## src/rtl/dcache_evict_ctrl.sv

```systemverilog
// dcache_evict_ctrl: TTL-aged victim selection plus write-back and burst refill sequencer for the data cache.
// Ports:
//   i_clk, i_reset            clock and asynchronous active-high reset
//   i_req_valid, i_line_miss  core access strobe and per-line miss flags (drive TTL aging)
//   i_line_dirty              per-line dirty flags
//   i_line_memory_section     line-aligned base address of each line, line i at [i*ADDRBITS +: ADDRBITS]
//   i_miss_valid, i_miss_addr refill request (held until o_miss_ack) and missing byte address
//   o_miss_ack, o_busy        refill-complete pulse and not-idle flag
//   o_flush_mode              one-hot victim select while flushing/filling
//   o_flush_rd, i_flush_data  line word read strobe and its data (one cycle later)
//   o_flush_we, o_flush_addr, o_flush_in  line word write port
//   o_mem_addr, o_mem_in, o_mem_wrreq, i_mem_wr_ack        memory word write handshake
//   o_mem_rdreq, i_mem_out, i_mem_out_valid, i_mem_burstlen  memory burst read
module dcache_evict_ctrl #(
    parameter int DATABITS      = 32,
    parameter int ADDRBITS      = 32,
    parameter int CACHEADDRBITS = 5,
    parameter int LINENUM       = 4,
    parameter int TTLBITS       = 8,
    parameter int MAXTTL        = 255
) (
    input  logic                        i_clk,
    input  logic                        i_reset,
    input  logic                        i_req_valid,
    input  logic [LINENUM-1:0]          i_line_miss,
    input  logic [LINENUM-1:0]          i_line_dirty,
    input  logic [LINENUM*ADDRBITS-1:0] i_line_memory_section,
    input  logic                        i_miss_valid,
    input  logic [ADDRBITS-1:0]         i_miss_addr,
    output logic                        o_miss_ack,
    output logic                        o_busy,
    output logic [LINENUM-1:0]          o_flush_mode,
    output logic                        o_flush_rd,
    input  logic [DATABITS-1:0]         i_flush_data,
    output logic                        o_flush_we,
    output logic [ADDRBITS-1:0]         o_flush_addr,
    output logic [DATABITS-1:0]         o_flush_in,
    output logic [ADDRBITS-1:0]         o_mem_addr,
    output logic [DATABITS-1:0]         o_mem_in,
    output logic                        o_mem_wrreq,
    input  logic                        i_mem_wr_ack,
    output logic                        o_mem_rdreq,
    input  logic [DATABITS-1:0]         i_mem_out,
    input  logic                        i_mem_out_valid,
    input  logic [15:0]                 i_mem_burstlen
);
    localparam int WORDS = 1 << CACHEADDRBITS;
    localparam int CW = CACHEADDRBITS + 1;
    localparam int IW = (LINENUM > 1) ? $clog2(LINENUM) : 1;
    localparam logic [ADDRBITS-1:0] LINE_MASK = ADDRBITS'(WORDS * 4 - 1);
    localparam logic [TTLBITS-1:0] TTL_MAX = TTLBITS'(MAXTTL);

    typedef enum logic [2:0] {IDLE, SELECT, FLUSH_RD, FLUSH_WR, FILL_REQ, FILL_DATA, DONE} state_t;

    state_t                r_state;
    logic [TTLBITS-1:0]    r_ttl [LINENUM];
    logic [CW-1:0]         r_cnt;
    logic [15:0]           r_bcnt;
    logic [15:0]           r_beats;
    logic [ADDRBITS-1:0]   r_sect;
    logic                  r_wr_first;
    logic [LINENUM-1:0]    r_flush_mode;
    logic                  r_flush_rd;
    logic [ADDRBITS-1:0]   r_mem_addr;
    logic [DATABITS-1:0]   r_mem_in;
    logic                  r_mem_wrreq;
    logic                  r_mem_rdreq;
    logic                  r_miss_ack;

    logic [IW-1:0]         w_vic;
    logic [TTLBITS-1:0]    w_max;
    logic [ADDRBITS-1:0]   w_sect;
    logic                  w_vdirty;
    logic                  w_age;
    logic [ADDRBITS-1:0]   w_base;
    logic [ADDRBITS-1:0]   w_off;
    logic [CW-1:0]         w_cnt_inc;
    logic                  w_room;
    logic [CW-1:0]         w_cnt_fill;
    logic [15:0]           w_bcnt_inc;

    // Strict '>' scan keeps the lowest index on TTL ties.
    always_comb begin
        w_vic    = '0;
        w_max    = r_ttl[0];
        w_sect   = i_line_memory_section[0 +: ADDRBITS];
        w_vdirty = i_line_dirty[0];
        for (int i = 1; i < LINENUM; i++) begin
            if (r_ttl[i] > w_max) begin
                w_vic    = IW'(i);
                w_max    = r_ttl[i];
                w_sect   = i_line_memory_section[i*ADDRBITS +: ADDRBITS];
                w_vdirty = i_line_dirty[i];
            end
        end
    end

    assign w_age      = i_req_valid && !(&i_line_miss);
    assign w_base     = i_miss_addr & ~LINE_MASK;
    assign w_off      = ADDRBITS'({r_cnt, 2'b00});
    assign w_cnt_inc  = r_cnt + CW'(1);
    // r_cnt never exceeds WORDS, so its top bit alone marks a full line.
    assign w_room     = ~r_cnt[CW-1];
    assign w_cnt_fill = r_cnt + CW'(w_room);
    assign w_bcnt_inc = r_bcnt + 16'd1;

    // The line write port is driven straight from the beat so each word lands while flush_mode is still valid.
    assign o_busy       = r_state != IDLE;
    assign o_flush_we   = (r_state == FILL_DATA) && i_mem_out_valid && w_room;
    assign o_flush_in   = o_flush_we ? i_mem_out : '0;
    assign o_flush_addr = (r_state == FLUSH_RD || r_state == FLUSH_WR) ? r_sect + w_off :
                          o_flush_we ? w_base + w_off : '0;
    assign o_flush_mode = r_flush_mode;
    assign o_flush_rd   = r_flush_rd;
    assign o_mem_addr   = r_mem_addr;
    assign o_mem_in     = r_mem_in;
    assign o_mem_wrreq  = r_mem_wrreq;
    assign o_mem_rdreq  = r_mem_rdreq;
    assign o_miss_ack   = r_miss_ack;

    always_ff @(posedge i_clk or posedge i_reset) begin
        if (i_reset) begin
            r_state      <= IDLE;
            r_cnt        <= '0;
            r_bcnt       <= '0;
            r_beats      <= '0;
            r_sect       <= '0;
            r_wr_first   <= 1'b0;
            r_flush_mode <= '0;
            r_flush_rd   <= 1'b0;
            r_mem_addr   <= '0;
            r_mem_in     <= '0;
            r_mem_wrreq  <= 1'b0;
            r_mem_rdreq  <= 1'b0;
            r_miss_ack   <= 1'b0;
            for (int i = 0; i < LINENUM; i++) r_ttl[i] <= '0;
        end else begin
            if (r_state == IDLE && w_age) begin
                for (int i = 0; i < LINENUM; i++)
                    r_ttl[i] <= i_line_miss[i] ? ((r_ttl[i] == TTL_MAX) ? r_ttl[i] : r_ttl[i] + TTLBITS'(1))
                                               : ((r_ttl[i] == '0) ? r_ttl[i] : r_ttl[i] - TTLBITS'(1));
            end
            case (r_state)
                IDLE: begin
                    if (i_miss_valid) r_state <= SELECT;
                end
                SELECT: begin
                    r_ttl[w_vic] <= '0;
                    r_flush_mode <= LINENUM'(1) << w_vic;
                    r_cnt        <= '0;
                    r_sect       <= w_sect;
                    if (w_vdirty) begin
                        r_state    <= FLUSH_RD;
                        r_flush_rd <= 1'b1;
                    end else begin
                        r_state     <= FILL_REQ;
                        r_mem_rdreq <= 1'b1;
                        r_mem_addr  <= w_base;
                    end
                end
                FLUSH_RD: begin
                    r_flush_rd <= 1'b0;
                    r_wr_first <= 1'b1;
                    r_state    <= FLUSH_WR;
                end
                FLUSH_WR: begin
                    // First cycle only captures the word returned by the preceding line read.
                    if (r_wr_first) begin
                        r_wr_first  <= 1'b0;
                        r_mem_in    <= i_flush_data;
                        r_mem_addr  <= r_sect + w_off;
                        r_mem_wrreq <= 1'b1;
                    end else if (i_mem_wr_ack) begin
                        r_mem_wrreq <= 1'b0;
                        if (w_cnt_inc == CW'(WORDS)) begin
                            r_cnt       <= '0;
                            r_state     <= FILL_REQ;
                            r_mem_rdreq <= 1'b1;
                            r_mem_addr  <= w_base;
                        end else begin
                            r_cnt      <= w_cnt_inc;
                            r_state    <= FLUSH_RD;
                            r_flush_rd <= 1'b1;
                        end
                    end
                end
                FILL_REQ: begin
                    r_mem_rdreq <= 1'b0;
                    r_beats     <= (i_mem_burstlen == 16'd0) ? 16'd1 : i_mem_burstlen;
                    r_bcnt      <= '0;
                    r_state     <= FILL_DATA;
                end
                FILL_DATA: begin
                    if (i_mem_out_valid) begin
                        r_cnt  <= w_cnt_fill;
                        r_bcnt <= w_bcnt_inc;
                        if (w_bcnt_inc == r_beats) begin
                            if (w_cnt_fill == CW'(WORDS)) begin
                                r_state      <= DONE;
                                r_miss_ack   <= 1'b1;
                                r_flush_mode <= '0;
                            end else begin
                                r_state     <= FILL_REQ;
                                r_mem_rdreq <= 1'b1;
                                r_mem_addr  <= w_base + ADDRBITS'({w_cnt_fill, 2'b00});
                            end
                        end
                    end
                end
                DONE: begin
                    r_miss_ack <= 1'b0;
                    r_state    <= IDLE;
                end
                default: r_state <= IDLE;
            endcase
        end
    end
endmodule

```

## config.mk

```make
export PLATFORM = sky130hd
export DESIGN_NAME = dcache_evict_ctrl
export DESIGN_NICKNAME = d
export VERILOG_FILES = /design/src/rtl/dcache_evict_ctrl.sv
export SDC_FILE = /design/constraint.sdc
export NUM_CORES = 1
export LEC_CHECK = 0
export CORE_ASPECT_RATIO = 0.6
export CORE_MARGIN = 4
export CORE_UTILIZATION = 53
export DETAILED_ROUTE_END_ITERATION = 16
export GPL_TIMING_DRIVEN = 0
export PLACE_DENSITY = 0.95
export SLEW_MARGIN = 20
export SYNTH_ARGS = -nofsm -noshare
export SYNTH_HDL_FRONTEND = slang
export SYNTH_SLANG_ARGS = --single-unit
```

## constraint.sdc

```tcl
create_clock -name i_clk -period 12.45 [get_ports i_clk]
set_clock_uncertainty 0.05 [all_clocks]
set_input_delay 3.1125 -clock i_clk [delete_from_list [all_inputs] [get_ports i_clk]]
set_output_delay 3.1125 -clock i_clk [all_outputs]
set_load 0.01 [all_outputs]
```

==> impl_metrics.yaml <==
outcome:
  status: "finished, final reports clean"
route:
  route.vias.total: 15330
  highest-signal-layer: "met4"
  route.detailed.vias_per_inst: 6.310
  route.met3.wl_mm: 6.396
  antenna_violating_nets_post_route: 0
  met1Wirelength_mm: 21.52
  dr.pass1.iters: 6
  detail_route.drc_violations: 0
  wl_per_cell_um: 21.42
  dr_wl_met2_mm: 23.02
  wl_mm: 52.03
  dr.first_iter.drc_count: 1918
clock_network:
  htreeDepth: 4
  cts_repair_resize_count: 0
  clock_sink_count: 178
  clk-insertion-delay-late_ns: 0.45
  path_clk_slew_ns: 0.07
  clock_tree.buffer_depth: 2
  cts_inserted_buffers: 17
  clock-root-buffer: "clkbuf_16"
  post-cts-setup-buffers: 0
  clock_tree_from_tritoncts: "yes"
  postCtsHoldBufs: 0
placement:
  hpwl_mm: 40.30
  port_buffers: 376
  globalplace.congestion: 1.001
setup_path:
  cp.required_ns: 9.29
  critical_path.max_fanout: 5
  worst_setup_path_end_kind: "primary output"
  worst-endpoint-arrival_ns: 6.12
  crit_type: "input pin to primary output"
  timing.critical_path.from_type: "input pin"
  timing.reg2reg.setup_slack_ns: 3.83
timing:
  slew-limit-headroom_pct: 31.09
  timing_max_transition_violations_final: 0
  final_hold_viol_count: 0
  hold_slack_ns: 0.4267
  worstMarginPinSlew_ns: 1.034
  max_clock_freq_ghz: 0.1077
  final_period_minus_worst_setup_slack_ns: 9.282
  setup-tns-final_ns: 0
  final.period_utilization_pct: 74.56
  grt_setup_unrepaired: "false"
  endpoints_failing_setup: 0
yosys:
  cell_count_after_synthesis: 1697
  syn-num-nets: 2003
  synth.lib_cells_used.distinct: 73
  avg_cell_area_syn_um2: 7.918
  synth_edf_count: 0
  synth_warnings: 0
  synth.yosys.seq_area_share_pct: 33.15
  synthArstFlopShare_pct: 100.0
  yosys_most_used_dff: "dfrtp_1"
  syn-cell-area_um2: 13440
  synth-seq-cells: 178
die:
  row_count: 44
  initial_core_util_pct: 54.72
  fp.dieH_um: 131.3
  boundary_pin_count: 392
  fp.coreArea_um2: 24550
  die-width_um: 213.6
  total_die_area_um2: 28050
power_and_ir_drop:
  pwr_density_cell_nw_per_um2: 343.2
  ir_drop_v: 0.0003644
  p_leak_nw: 7.442
cells_and_area:
  layout_cells_sized_above_1_pct: 4.463
  design.final.nets: 2399
  layout.core_utilization_pct: 74.15
  area_delta_synth_final_pct: 35.50
  fillCellCount: 1903
global_route:
  total_routing_resource_utilization_after_global_routing_pct: 35.46
  grt_pass1_vias: 14450
  global_route_wire_length_before_repair_mm: 80.09
  number_of_antenna_violations_at_the_first_check_in_global_routing: 1
  grt.overflow.total: 0
  grt_max_degree: 104
run:
  max_cap_viol_count: 0
hold_path:
  hold_path_class: "register to register"
[flip-flops by register name (all words and copies together) (netlist names), 3 cells and up]
signal,flops
r_beats,16
r_ttl,32
r_cnt,6
o_mem_addr,32
r_bcnt,16
o_mem_in,32
r_state,3
r_sect,32
o_flush_mode,4
[where the power goes]
group | total (W) | internal, W | switching [W]
combinational | 0.00466 | 0.00175 | 0.00291
sequential | 0.00105 | 0.000815 | 0.000239
clock | 0.000532 | 0.000269 | 0.000263
total | 0.00625 | 0.00284 | 0.00341
[Yosys cell counts (all sizes together), types with 9 or more instances]
cell / instances / area [um2]
nand2: 254 / 953.4
dfrtp: 178 / 4454
nor2: 172 / 645.6
a21oi: 145 / 725.7
o21ai: 122 / 610.6
clkbuf: 92 / 346.6
xnor2: 62 / 543.0
nand3: 55 / 285.3
ha: 51 / 638.1
and3: 44 / 275.3
a211oi: 42 / 315.3
mux2i: 42 / 420.4
o22ai: 39 / 244.0
inv: 38 / 142.6
nor3: 36 / 185.2
nand4: 33 / 206.5
mux2: 29 / 424.2
buf: 28 / 150.1
xor2: 28 / 245.2
nor4: 21 / 156.4
nor2b: 17 / 106.4
o211ai: 17 / 127.6
and2: 12 / 77.58
a21o: 11 / 82.58
a31oi: 11 / 68.82
o221ai: 11 / 96.34
o31ai: 10 / 75.07
a22o: 9 / 78.83
a22oi: 9 / 67.56
[metrics by stage]
| stage | instances | setup WS (ns) | total power [W] | area (um2) |
|---|---|---|---|---|
| floorplan | 1697 | 4.457 | 0.004027 | 13440 |
| global placement | 2395 | 2.056 | 0.005378 | 17600 |
| detailed placement | 2396 | 3.274 | 0.005544 | 17640 |
| CTS | 2428 | 3.232 | 0.006123 | 18200 |
| global route | 2429 | 3.028 | 0.006654 | 18210 |
| finish | 2429 | 3.168 | 0.006249 | 18210 |
[placed cells by master (no fill, tap or decap), types with 17 or more instances in the layout]
cell	instances
mux2_4	26
clkbuf_16	17
nand4_1	33
o22ai_1	39
dfrtp_1	178
inv_1	37
o21ai_0	121
ha_1	51
and3_1	44
nor3_1	35
clkdlybuf4s50_1	376
nor2b_1	17
o211ai_1	17
xnor2_1	62
nand3_1	53
nand2_1	254
nor2_1	172
a211oi_1	42
mux2i_1	42
nor4_1	17
xor2_1	28
a21oi_1	145
clkbuf_1	92
[worst max-delay path, stage by stage]
cell and delay, ns:
clkdlybuf4s50_1 0.53, ha_1 0.22, nand3_1 0.25, or2_2 0.38
clkbuf_1 0.18, nor3_1 0.34, nand2_1 0.16, nor2_1 0.15
xnor2_1 0.08, o22ai_1 0.14, clkdlybuf4s50_1 0.57
[metal layers]
layer,vias up,track usage [%]
li1,6888,-
met1,7324,50.56
met2,1016,53.70
met3,98,10.12
met4,0,8.313
met5,-,0
[final timing paths]
check                              endpoint  depth (start not counted)           start
min reg2reg                    o_mem_in[14]                          2    o_mem_in[14]
max in group asynchronous        r_sect[22]                          3         i_reset
min in group asynchronous        r_bcnt[10]                          2         i_reset
min                            o_mem_in[14]                          2    o_mem_in[14]
max reg2reg                  o_mem_addr[31]                         26       r_ttl[25]
max                        o_flush_addr[28]                         11  i_miss_addr[7]
[cell type report]
class / count / area (um2) / area share (%)
diodes: 1 / 2.502 / 0.01374
plain buffers: 120 / 496.7 / 2.728
clock buffers: 19 / 442.9 / 2.433
clock inverters: 13 / 113.9 / 0.6254
inverters: 38 / 150.1 / 0.8247
multi-input cells: 1361 / 8352 / 45.87
flip-flops and latches: 178 / 4454 / 24.47
well taps: 322 / 402.9 / 2.213
repair buffers: 377 / 3791 / 20.82
[logic make-up (layout without fill, tap and decap cells)]
family	after synthesis	after routing	share of synthesized area, %
AND/OR/NAND/NOR	674	674	23.18
AO/OA/AOI/OAI	474	474	21.86
flip-flops	178	178	33.15
buffers and inverters	158	567	4.758
XOR/XNOR	90	90	5.866
multiplexers	71	71	6.285
adder cells (fa/ha/maj)	52	52	4.898
other	0	1	0
Power figures use the tool's default switching activity.
